### config.mk
export PLATFORM = sky130hd
export DESIGN_NAME = user_au_obi_sample_fetcher
export DESIGN_NICKNAME = d
export VERILOG_FILES = /design/src/rtl/user_au_pkg.sv /design/src/rtl/user_au_sample_fifo.sv /design/src/rtl/user_au_obi_sample_fetcher.sv
export SDC_FILE = /design/constraint.sdc
export NUM_CORES = 1
export LEC_CHECK = 0
export CORE_MARGIN = 3
export CORE_UTILIZATION = 53
export DETAILED_ROUTE_END_ITERATION = 10
export PLACE_DENSITY = 0.77
export SYNTH_ARGS = -nofsm -noshare
export SYNTH_HDL_FRONTEND = slang
export SYNTH_HIERARCHICAL = 1
export SYNTH_SLANG_ARGS = --single-unit
### constraint.sdc
create_clock -name clk_i -period 3.8 [get_ports clk_i]
set_input_delay 0.38 -clock clk_i [delete_from_list [all_inputs] [get_ports clk_i]]
set_output_delay 0.38 -clock clk_i [all_outputs]
set_load 0.01 [all_outputs]
### src/rtl/user_au_pkg.sv
// rtl/user_au_pkg.sv - shared types and constants for the OBI audio sample fetcher
package user_au_pkg;

  localparam int AddrWidth   = 32;
  localparam int DataWidth   = 32;
  localparam int SampleBytes = 4;

  typedef enum logic [2:0] {
    IDLE,
    REQ,
    WAIT,
    DRAIN,
    STOPPING
  } fetcher_state_e;

  typedef struct packed {
    logic [AddrWidth-1:0]   addr;
    logic                   we;
    logic [DataWidth/8-1:0] be;
    logic [DataWidth-1:0]   wdata;
    logic [0:0]             aid;
    logic                   a_optional;
  } obi_a_chan_t;

  typedef struct packed {
    obi_a_chan_t a;
    logic        req;
    logic        rready;
  } obi_req_t;

  typedef struct packed {
    logic [DataWidth-1:0] rdata;
    logic                 err;
  } obi_r_chan_t;

  typedef struct packed {
    logic        gnt;
    logic        rvalid;
    obi_r_chan_t r;
  } obi_rsp_t;

endpackage

### src/rtl/user_au_sample_fifo.sv
// rtl/user_au_sample_fifo.sv - synchronous sample FIFO with flush and occupancy count
module user_au_sample_fifo #(
  parameter int Depth = 4,
  parameter int Width = 32
) (
  input  logic                     clk_i,
  input  logic                     rst_i,
  input  logic                     flush_i,
  input  logic                     push_i,
  input  logic [Width-1:0]         data_i,
  input  logic                     pop_i,
  output logic [Width-1:0]         data_o,
  output logic                     empty_o,
  output logic [$clog2(Depth):0]   count_o
);

  localparam int PtrW = $clog2(Depth);
  localparam int CntW = PtrW + 1;

  logic [Width-1:0] r_mem [Depth];
  logic [PtrW-1:0]  r_wr_ptr, r_rd_ptr;
  logic [CntW-1:0]  r_count;
  logic             w_full, w_push_ok, w_pop_ok;

  assign empty_o   = (r_count == '0);
  assign w_full    = (r_count == CntW'(Depth));
  assign w_pop_ok  = pop_i && !empty_o;
  // A full FIFO still accepts a push when the head leaves in the same cycle.
  assign w_push_ok = push_i && (!w_full || pop_i);
  assign data_o    = empty_o ? '0 : r_mem[r_rd_ptr];
  assign count_o   = r_count;

  always_ff @(posedge clk_i) begin
    if (w_push_ok && !flush_i) r_mem[r_wr_ptr] <= data_i;
  end

  always_ff @(posedge clk_i or posedge rst_i) begin
    if (rst_i) begin
      r_wr_ptr <= '0;
      r_rd_ptr <= '0;
      r_count  <= '0;
    end else if (flush_i) begin
      r_wr_ptr <= '0;
      r_rd_ptr <= '0;
      r_count  <= '0;
    end else begin
      if (w_push_ok) r_wr_ptr <= r_wr_ptr + 1'b1;
      if (w_pop_ok)  r_rd_ptr <= r_rd_ptr + 1'b1;
      case ({w_push_ok, w_pop_ok})
        2'b10:   r_count <= r_count + 1'b1;
        2'b01:   r_count <= r_count - 1'b1;
        default: r_count <= r_count;
      endcase
    end
  end

endmodule

### src/rtl/user_au_obi_sample_fetcher.sv
// rtl/user_au_obi_sample_fetcher.sv - OBI manager streaming 32-bit samples from a memory buffer
module user_au_obi_sample_fetcher
  import user_au_pkg::*;
#(
  parameter int FifoDepth = 4,
  parameter int CntWidth  = 16
) (
  input  logic                 clk_i,
  input  logic                 rst_i,
  output obi_req_t             obi_req_o,
  input  obi_rsp_t             obi_rsp_i,
  input  logic                 cfg_start_i,
  input  logic                 cfg_stop_i,
  input  logic                 cfg_loop_i,
  input  logic [AddrWidth-1:0] cfg_base_addr_i,
  input  logic [CntWidth-1:0]  cfg_num_samples_i,
  output logic                 busy_o,
  output logic                 done_o,
  output logic                 err_o,
  output logic [31:0]          data_o,
  output logic                 valid_o,
  input  logic                 ready_i
);

  localparam int CntW = $clog2(FifoDepth) + 1;

  fetcher_state_e       r_state, w_state_n;
  logic [AddrWidth-1:0] r_addr, r_base, w_base;
  logic [CntWidth-1:0]  r_remaining, r_num;
  logic                 r_loop, r_err, r_done;
  logic                 w_req, w_push, w_flush, w_pop, w_empty;
  logic                 w_start_ok, w_zero_start, w_beat, w_err_set, w_drain_done;
  logic [CntW-1:0]      w_count;
  logic [31:0]          w_push_data;

  assign w_base      = cfg_base_addr_i & ~AddrWidth'(SampleBytes - 1);
  assign w_push_data = obi_rsp_i.r.err ? '0 : obi_rsp_i.r.rdata;
  assign w_pop       = !w_empty && ready_i;
  assign valid_o     = !w_empty;
  assign busy_o      = (r_state != IDLE);
  assign done_o      = r_done;
  assign err_o       = r_err;

  always_comb begin
    obi_req_o          = '0;
    obi_req_o.a.addr   = r_addr;
    obi_req_o.a.be     = '1;
    obi_req_o.req      = w_req;
    obi_req_o.rready   = 1'b1;
  end

  always_comb begin
    w_state_n    = r_state;
    w_req        = 1'b0;
    w_push       = 1'b0;
    w_flush      = 1'b0;
    w_start_ok   = 1'b0;
    w_zero_start = 1'b0;
    w_beat       = 1'b0;
    w_err_set    = 1'b0;
    w_drain_done = 1'b0;
    case (r_state)
      IDLE: begin
        if (cfg_start_i) begin
          if (cfg_num_samples_i == '0) begin
            w_zero_start = 1'b1;
          end else begin
            w_start_ok = 1'b1;
            w_state_n  = REQ;
          end
        end
      end
      REQ: begin
        // Only one transaction is ever in flight, so a free slot now stays free until its response.
        w_req = (w_count < CntW'(FifoDepth));
        if (cfg_stop_i) begin
          w_flush   = 1'b1;
          w_state_n = (w_req && obi_rsp_i.gnt) ? STOPPING : IDLE;
        end else if (w_req && obi_rsp_i.gnt) begin
          w_state_n = WAIT;
        end
      end
      WAIT: begin
        if (cfg_stop_i) begin
          w_flush   = 1'b1;
          w_state_n = obi_rsp_i.rvalid ? IDLE : STOPPING;
        end else if (obi_rsp_i.rvalid) begin
          w_push    = 1'b1;
          w_beat    = 1'b1;
          w_err_set = obi_rsp_i.r.err;
          if (r_remaining == CntWidth'(1)) w_state_n = r_loop ? REQ : DRAIN;
          else                             w_state_n = REQ;
        end
      end
      DRAIN: begin
        if (cfg_stop_i) begin
          w_flush   = 1'b1;
          w_state_n = IDLE;
        end else if (w_empty) begin
          w_drain_done = 1'b1;
          w_state_n    = IDLE;
        end
      end
      STOPPING: begin
        w_flush = cfg_stop_i;
        if (obi_rsp_i.rvalid) w_state_n = IDLE;
      end
      default: w_state_n = IDLE;
    endcase
  end

  always_ff @(posedge clk_i or posedge rst_i) begin
    if (rst_i) begin
      r_state     <= IDLE;
      r_addr      <= '0;
      r_base      <= '0;
      r_remaining <= '0;
      r_num       <= '0;
      r_loop      <= 1'b0;
      r_err       <= 1'b0;
      r_done      <= 1'b0;
    end else begin
      r_state <= w_state_n;
      r_done  <= w_zero_start || w_drain_done;
      if (w_start_ok) begin
        r_base      <= w_base;
        r_addr      <= w_base;
        r_remaining <= cfg_num_samples_i;
        r_num       <= cfg_num_samples_i;
        r_loop      <= cfg_loop_i;
        r_err       <= 1'b0;
      end
      if (w_beat) begin
        if (r_remaining == CntWidth'(1) && r_loop) begin
          r_addr      <= r_base;
          r_remaining <= r_num;
        end else begin
          r_addr      <= r_addr + AddrWidth'(SampleBytes);
          r_remaining <= r_remaining - 1'b1;
        end
      end
      if (w_err_set) r_err <= 1'b1;
    end
  end

  user_au_sample_fifo #(
    .Depth (FifoDepth),
    .Width (32)
  ) u_fifo (
    .clk_i   (clk_i),
    .rst_i   (rst_i),
    .flush_i (w_flush),
    .push_i  (w_push),
    .data_i  (w_push_data),
    .pop_i   (w_pop),
    .data_o  (data_o),
    .empty_o (w_empty),
    .count_o (w_count)
  );

endmodule

Word-level counts from Yosys, hierarchy flattened
Memory sizes are Yosys's and may differ from the RTL's.
Index checks and enable logic that the tools add are counted.
Widths: inputs -> output; s select.
- muxes and demuxes: 50
- add/subtract/negate cells: 6
- eq/ne operators: 14
- magnitude comparators: 1
- reductions and logical operators: 22
- operator list (operator ; number):
    $mux 32 ; 5
    $mux 16 ; 3
    $mux 3 ; 12
    $add 32x3->32 const B ; 1
    $mux 1 ; 21
    $eq 16x1->1 const B ; 1
    $logic_not 16->1 ; 1
    $sub 16x1->16 const B ; 1
    $pmux 3 s5 ; 1
    $mux 2 ; 6
    $reduce_bool 2->1 ; 4
    $eq 3x2->1 const B ; 2
    $eq 3x3->1 const B ; 2
    $logic_and 1x1->1 ; 6
    $logic_not 3->1 ; 2
    $ne 2x2->1 const B ; 3
    $ne 3x3->1 const B ; 2
    $pmux 3 s2 ; 1
    $reduce_and 6->1 ; 1
    $reduce_bool 3->1 ; 2
    $add 2x1->2 const B ; 2
    $add 3x1->3 const B ; 1
    $eq 3x1->1 const B ; 1
    $logic_not 1->1 ; 3
    other kinds (8) ; 9
- bits in writable memories: 128
- logic and storage cells: 105
- input bits: 89
- memories: 1
- flip-flop bits (word level): 107
- output and inout bits: 109
- memory list (memory ; words ; bits a word ; read ports ; clocked after memory_dff ; write ports ; line ; source):
    u_fifo.r_mem ; 4 ; 32 ; 1 ; 0 ; 1 ; user_au_sample_fifo.sv:20 ; logic [Width-1:0] r_mem [Depth];

Logic depth before layout (Yosys ltp)
- word-level depth: 8
- depth in mapped cells: 12
- depth with buffers taken out: 9

By module
Netlist, hierarchy kept.
- by module, submodules not included (module ; area an instance (um2) ; seq. area each (um2) ; cells each ; times used):
    user_au_obi_sample_fetcher ; 6004.5 ; 2452.4 ; 712 ; 1
    user_au_sample_fifo ; 5424.0 ; 4018.9 ; 266 ; 1

Least setup slack after synthesis
No wires, ideal clock.
- path type: register -> register
- from: register r_state[0]
- to: memory u_fifo.r_mem[0][0] (enable)
- data required time: 3.408 ns
- slack: 0.722 ns
- arrival: 2.686 ns
- path buffers: 3
- cell stages (with the launch flop): 10
- clock period less this slack: 3.078 ns
- setup time: 0.392 ns
- cells stage by stage: dfrtp_1 buf_2 nor3_1 nand3_1 inv_1 clkbuf_1 buf_6 inv_1 nor3_1 and2_1
- elaborated cells on any way between the ends: 12
- classes of those cells: 4 x eq/ne; 4 x mux; 4 x reduce/logical
- RTL lines (what ; line ; source):
    from (decl) ; user_au_obi_sample_fetcher.sv:27 ; fetcher_state_e r_state, w_state_n;
    from (signal assigned) ; user_au_obi_sample_fetcher.sv:123 ; r_state <= w_state_n;
    $eq 3x2->1 ; -- ;
    $mux 1 ; -- ;
    named net w_beat ; user_au_obi_sample_fetcher.sv:32 ; logic w_start_ok, w_zero_start, w_beat, w_err_set, w_drain_done;
    $logic_and 1x1->1 ; user_au_sample_fifo.sv:29 ; assign w_push_ok = push_i && (!w_full || pop_i);
    $logic_and 1x1->1 ; user_au_sample_fifo.sv:34 ; if (w_push_ok && !flush_i) r_mem[r_wr_ptr] <= data_i;
    $mux 1 ; user_au_sample_fifo.sv:34 ;
    $mux 1 (not written as such) ; user_au_sample_fifo.sv:34 ;
    to (decl) ; user_au_sample_fifo.sv:20 ;
The timed path passes the listed nets, and every way through them passes these cells.

Final worst setup path
- from: register u_fifo.r_rd_ptr[0]
- to: output data_o[11]
- cells in the longest elaborated chain, start to end: 2
- RTL lines (what ; line ; source):
    from (decl) ; user_au_sample_fifo.sv:21 ; logic [PtrW-1:0] r_wr_ptr, r_rd_ptr;
    from (signal assigned) ; user_au_sample_fifo.sv:48 ; if (w_pop_ok) r_rd_ptr <= r_rd_ptr + 1'b1;
    $mem_v2 4x32 ; -- ;
    $mux 32 ; user_au_sample_fifo.sv:30 ; assign data_o = empty_o ? '0 : r_mem[r_rd_ptr];
    to (decl) ; user_au_obi_sample_fetcher.sv:20 ; output logic [31:0] data_o,
No other way between the ends.

==> run summary <==
Outcome -> completed
Synth Cell Area -> 11400 µm²
CTS root buf -> clkbuf_16
Combinational cell fraction of total power -> 28.4%
Die area -> 23400 µm²
Worst skew pair latency -> 0.52 ns
Layout area overhead -> 19.9%
Die X -> 153 µm
Total CTS buffers -> 24
Synthesized area per cell -> 11.7 µm²
Drc violations -> 0
Slowest stage delay, CP -> 0.66 ns
H-tree Lvls -> 1
Via count -> 7954
Area of the core -> 21100 µm²
Drt wl/cell -> 18.6 µm
DRT iter0 DRCs -> 717
Count of final max-slew check failures -> 0
Seq pwr share -> 45.1%
Initial antenna violation count -> 0
Gate Count Post-Synth -> 978
CP Class -> reg2out
Top cells by area, synth -> edfxtp_1 (34%), dfrtp_1 (23%), mux4_2 (6.3%)
Number of flops mapped to enable cells by yosys -> 128
Most frequent cells in the layout -> nand2_1 (181), clkdlybuf4s50_1 (152), edfxtp_1 (128)
Max VDD drop -> 0.366 mV
RSZ-0062 raised after global routing -> false
Design Area, Final -> 13700 µm²
Routability congestion estimate -> 0.812
First-pass GRT wire length -> 42.5 mm
Placed inst area -> 13000 µm²
Final HPWL from detailed placement -> 16.9 mm
Pint -> 5.64 mW
CP Cell Sequence -> buf_12 > mux4_2 > nor2b_1 > clkdlybuf4s50_1
CP endpoint kind -> output port
Grt ovf -> 0
Port bufs -> 153
Ant diodes -> 0
Row count -> 53
Post-CTS sizing -> 0
Data arrival, critical path -> 2.67 ns
Max FO, Critical Path -> 23
Max Cap Viol -> 0
Fin crit period -> 3.05 ns
Startpoint Class -> flop
Hold_buf cts -> 0
Setup TNS -> 0 ns
Final hold vios -> 0
Post-Route WL -> 26.1 mm
Vias in the first global route -> 7914
Share of the synthesized area in the top cell type -> 33.6%
Setup violations, final -> 0
Final net count -> 1209
Total leakage power -> 5.24 nW
Most common cell after layout, fill and taps aside -> nand2_1
Clock Skew -> 0.00606 ns
Worst-margin pin slew -> 1.02 ns
Share of layout cells above drive strength 1 -> 9.22%
TritonCTS clock tree -> yes
Fmax -> 0.328 GHz
CTS clk-pin slew, worst paths -> 0.06 ns
Routed vias/inst -> 5.67
Ports -> 198
Yosys reg bits -> 233
# fillers -> 1612
Switching Share -> 32.8%
Initial Utilization -> 54.2%
Synth cell types -> 64
Yosys warnings -> 6
Clk network pwr share -> 26.5%
Async SR Flop Fraction -> 45.1%
Type of the tightest min-delay check -> in2async
Pwr per Cell Area -> 612 nW/µm²
Largest net degree at the start of global routing -> 94
Sw Pwr -> 2.75 mW
Setup Fix Bufs, Post-CTS -> 0
CTS max path bufs -> 3
Relative slew slack -> 31.6%
Antenna-violating nets left -> 0
Total GRT Usage -> 22.3%
Sequential share of the synthesized area -> 56.6%
CP required -> 3.42 ns
Die Height -> 153 µm
Iteration count of the initial detailed-routing pass -> 5
Critical path's slowest cell -> dfrtp_2
Cell accounting for the most synthesized area -> edfxtp_1
TritonCTS Sinks -> 233
Ys flop type -> edfxtp_1
Period utilization -> 80.2%
area by class of cell:
type                    count  area, µm²  share of cell area (%)
well taps                 275        344                    2.51
inverters                  17       66.3                   0.484
multi-input cells         663       4360                    31.8
clock buffers              30        654                    4.77
clock inverters            12       91.3                   0.666
flip-flops and latches    233       6470                    47.2
repair buffers            173       1710                    12.5
state kept, by name (all words and copies together), names as in the netlist:
signal           cells
r_num               16
r_remaining         16
r_base              30
err_o                1
r_loop               1
r_state              3
done_o               1
u_fifo/r_rd_ptr      2
u_fifo/r_mem       128
r_addr              30
u_fifo/count_o       3
u_fifo/r_wr_ptr      2
metrics by stage:
step | utilization (%) | hold slack, ns | std cells | total power [mW] | setup WS, ns
after floorplan | - | 0.183 | 1018 | 5.28 | 0.722
after global placement | 61.5 | 0.450 | 1361 | 6.09 | 0.859
after detailed placement | 61.5 | 0.456 | 1361 | 6.18 | 0.798
after CTS | 65.0 | 0.108 | 1403 | 8.42 | 0.675
after global routing | 65.0 | 0.133 | 1403 | 8.91 | 0.616
final | 65.0 | 0.125 | 1403 | 8.39 | 0.752
metal layers:
metal / vias to the layer above / routed length, µm / GRT usage, % / share of wire [%]
li1: 3700 / - / - / -
met1: 3930 / 11000 / 31.8 / 42
met2: 292 / 13000 / 37.2 / 50
met3: 32 / 1720 / 3.43 / 6.6
met4: 0 / 381 / 4.54 / 1.5
met5: - / 0 / 0 / 0
synthesized netlist by cell type, drive strengths merged, types with 9 or more instances:
cell and number:
mux4 32, nor2 41, and2 9, o21ai 29, o211ai 11, a21oi 14
nand2 183, dfrtp 105, edfxtp 128, nor3 24, and4 9, nand3 23
nor4 12, buf 78, nor2b 65, xnor2 22, nand4 10, inv 17
mux2i 25, clkbuf 27, o311ai 12, o22ai 12, o21a 9
cell families (layout without fill, tap and decap cells):
| group | after synthesis | in the layout | share of synthesized area [%] |
|---|---|---|---|
| AND/OR/NAND/NOR | 404 | 404 | 17.5 |
| flip-flops | 233 | 233 | 56.6 |
| AO/OA/AOI/OAI | 123 | 123 | 7.58 |
| buffers and inverters | 122 | 232 | 6.62 |
| multiplexers | 57 | 57 | 8.50 |
| XOR/XNOR | 29 | 29 | 2.22 |
| adder cells (fa/ha/maj) | 8 | 8 | 0.942 |
| other | 2 | 42 | 0.0657 |
critical path: cells and delay by family, from the launching register on:
| family | cells | cell delay, ns |
|---|---|---|
| buffers and inverters | 2 | 0.79 |
| DFF | 1 | 0.66 |
| muxes | 1 | 0.53 |
| and+or+nand+nor | 1 | 0.15 |
power groups by stage:
stage | clock network [mW] | registers [mW] | logic (mW)
2_1_floorplan | 0 | 3.70 | 1.59
4_1_cts | 2.26 | 3.78 | 2.39
5_1_grt | 2.38 | 3.88 | 2.66
6_report | 2.23 | 3.79 | 2.38
3_3_place_gp | 0 | 3.79 | 2.30
3_5_place_dp | 0 | 3.81 | 2.37
final timing paths:
| check | to | slack, ns | from | depth (start not counted) |
|---|---|---|---|---|
| max in group asynchronous | r_addr[6] | 2.97 | rst_i | 3 |
| worst min-delay path | err_o | 0.13 | rst_i | 2 |
| min in group clk_i | r_base[3] | 0.42 | cfg_base_addr_i[3] | 3 |
| worst min register to register | r_num[9] | 0.47 | r_num[9] | 2 |
| worst max-delay path | data_o[11] | 0.75 | u_fifo/r_rd_ptr[0] | 4 |
| worst max register to register | r_addr[30] | 1.08 | r_state[2] | 6 |
No activity file was read; power rests on OpenSTA's default activity.
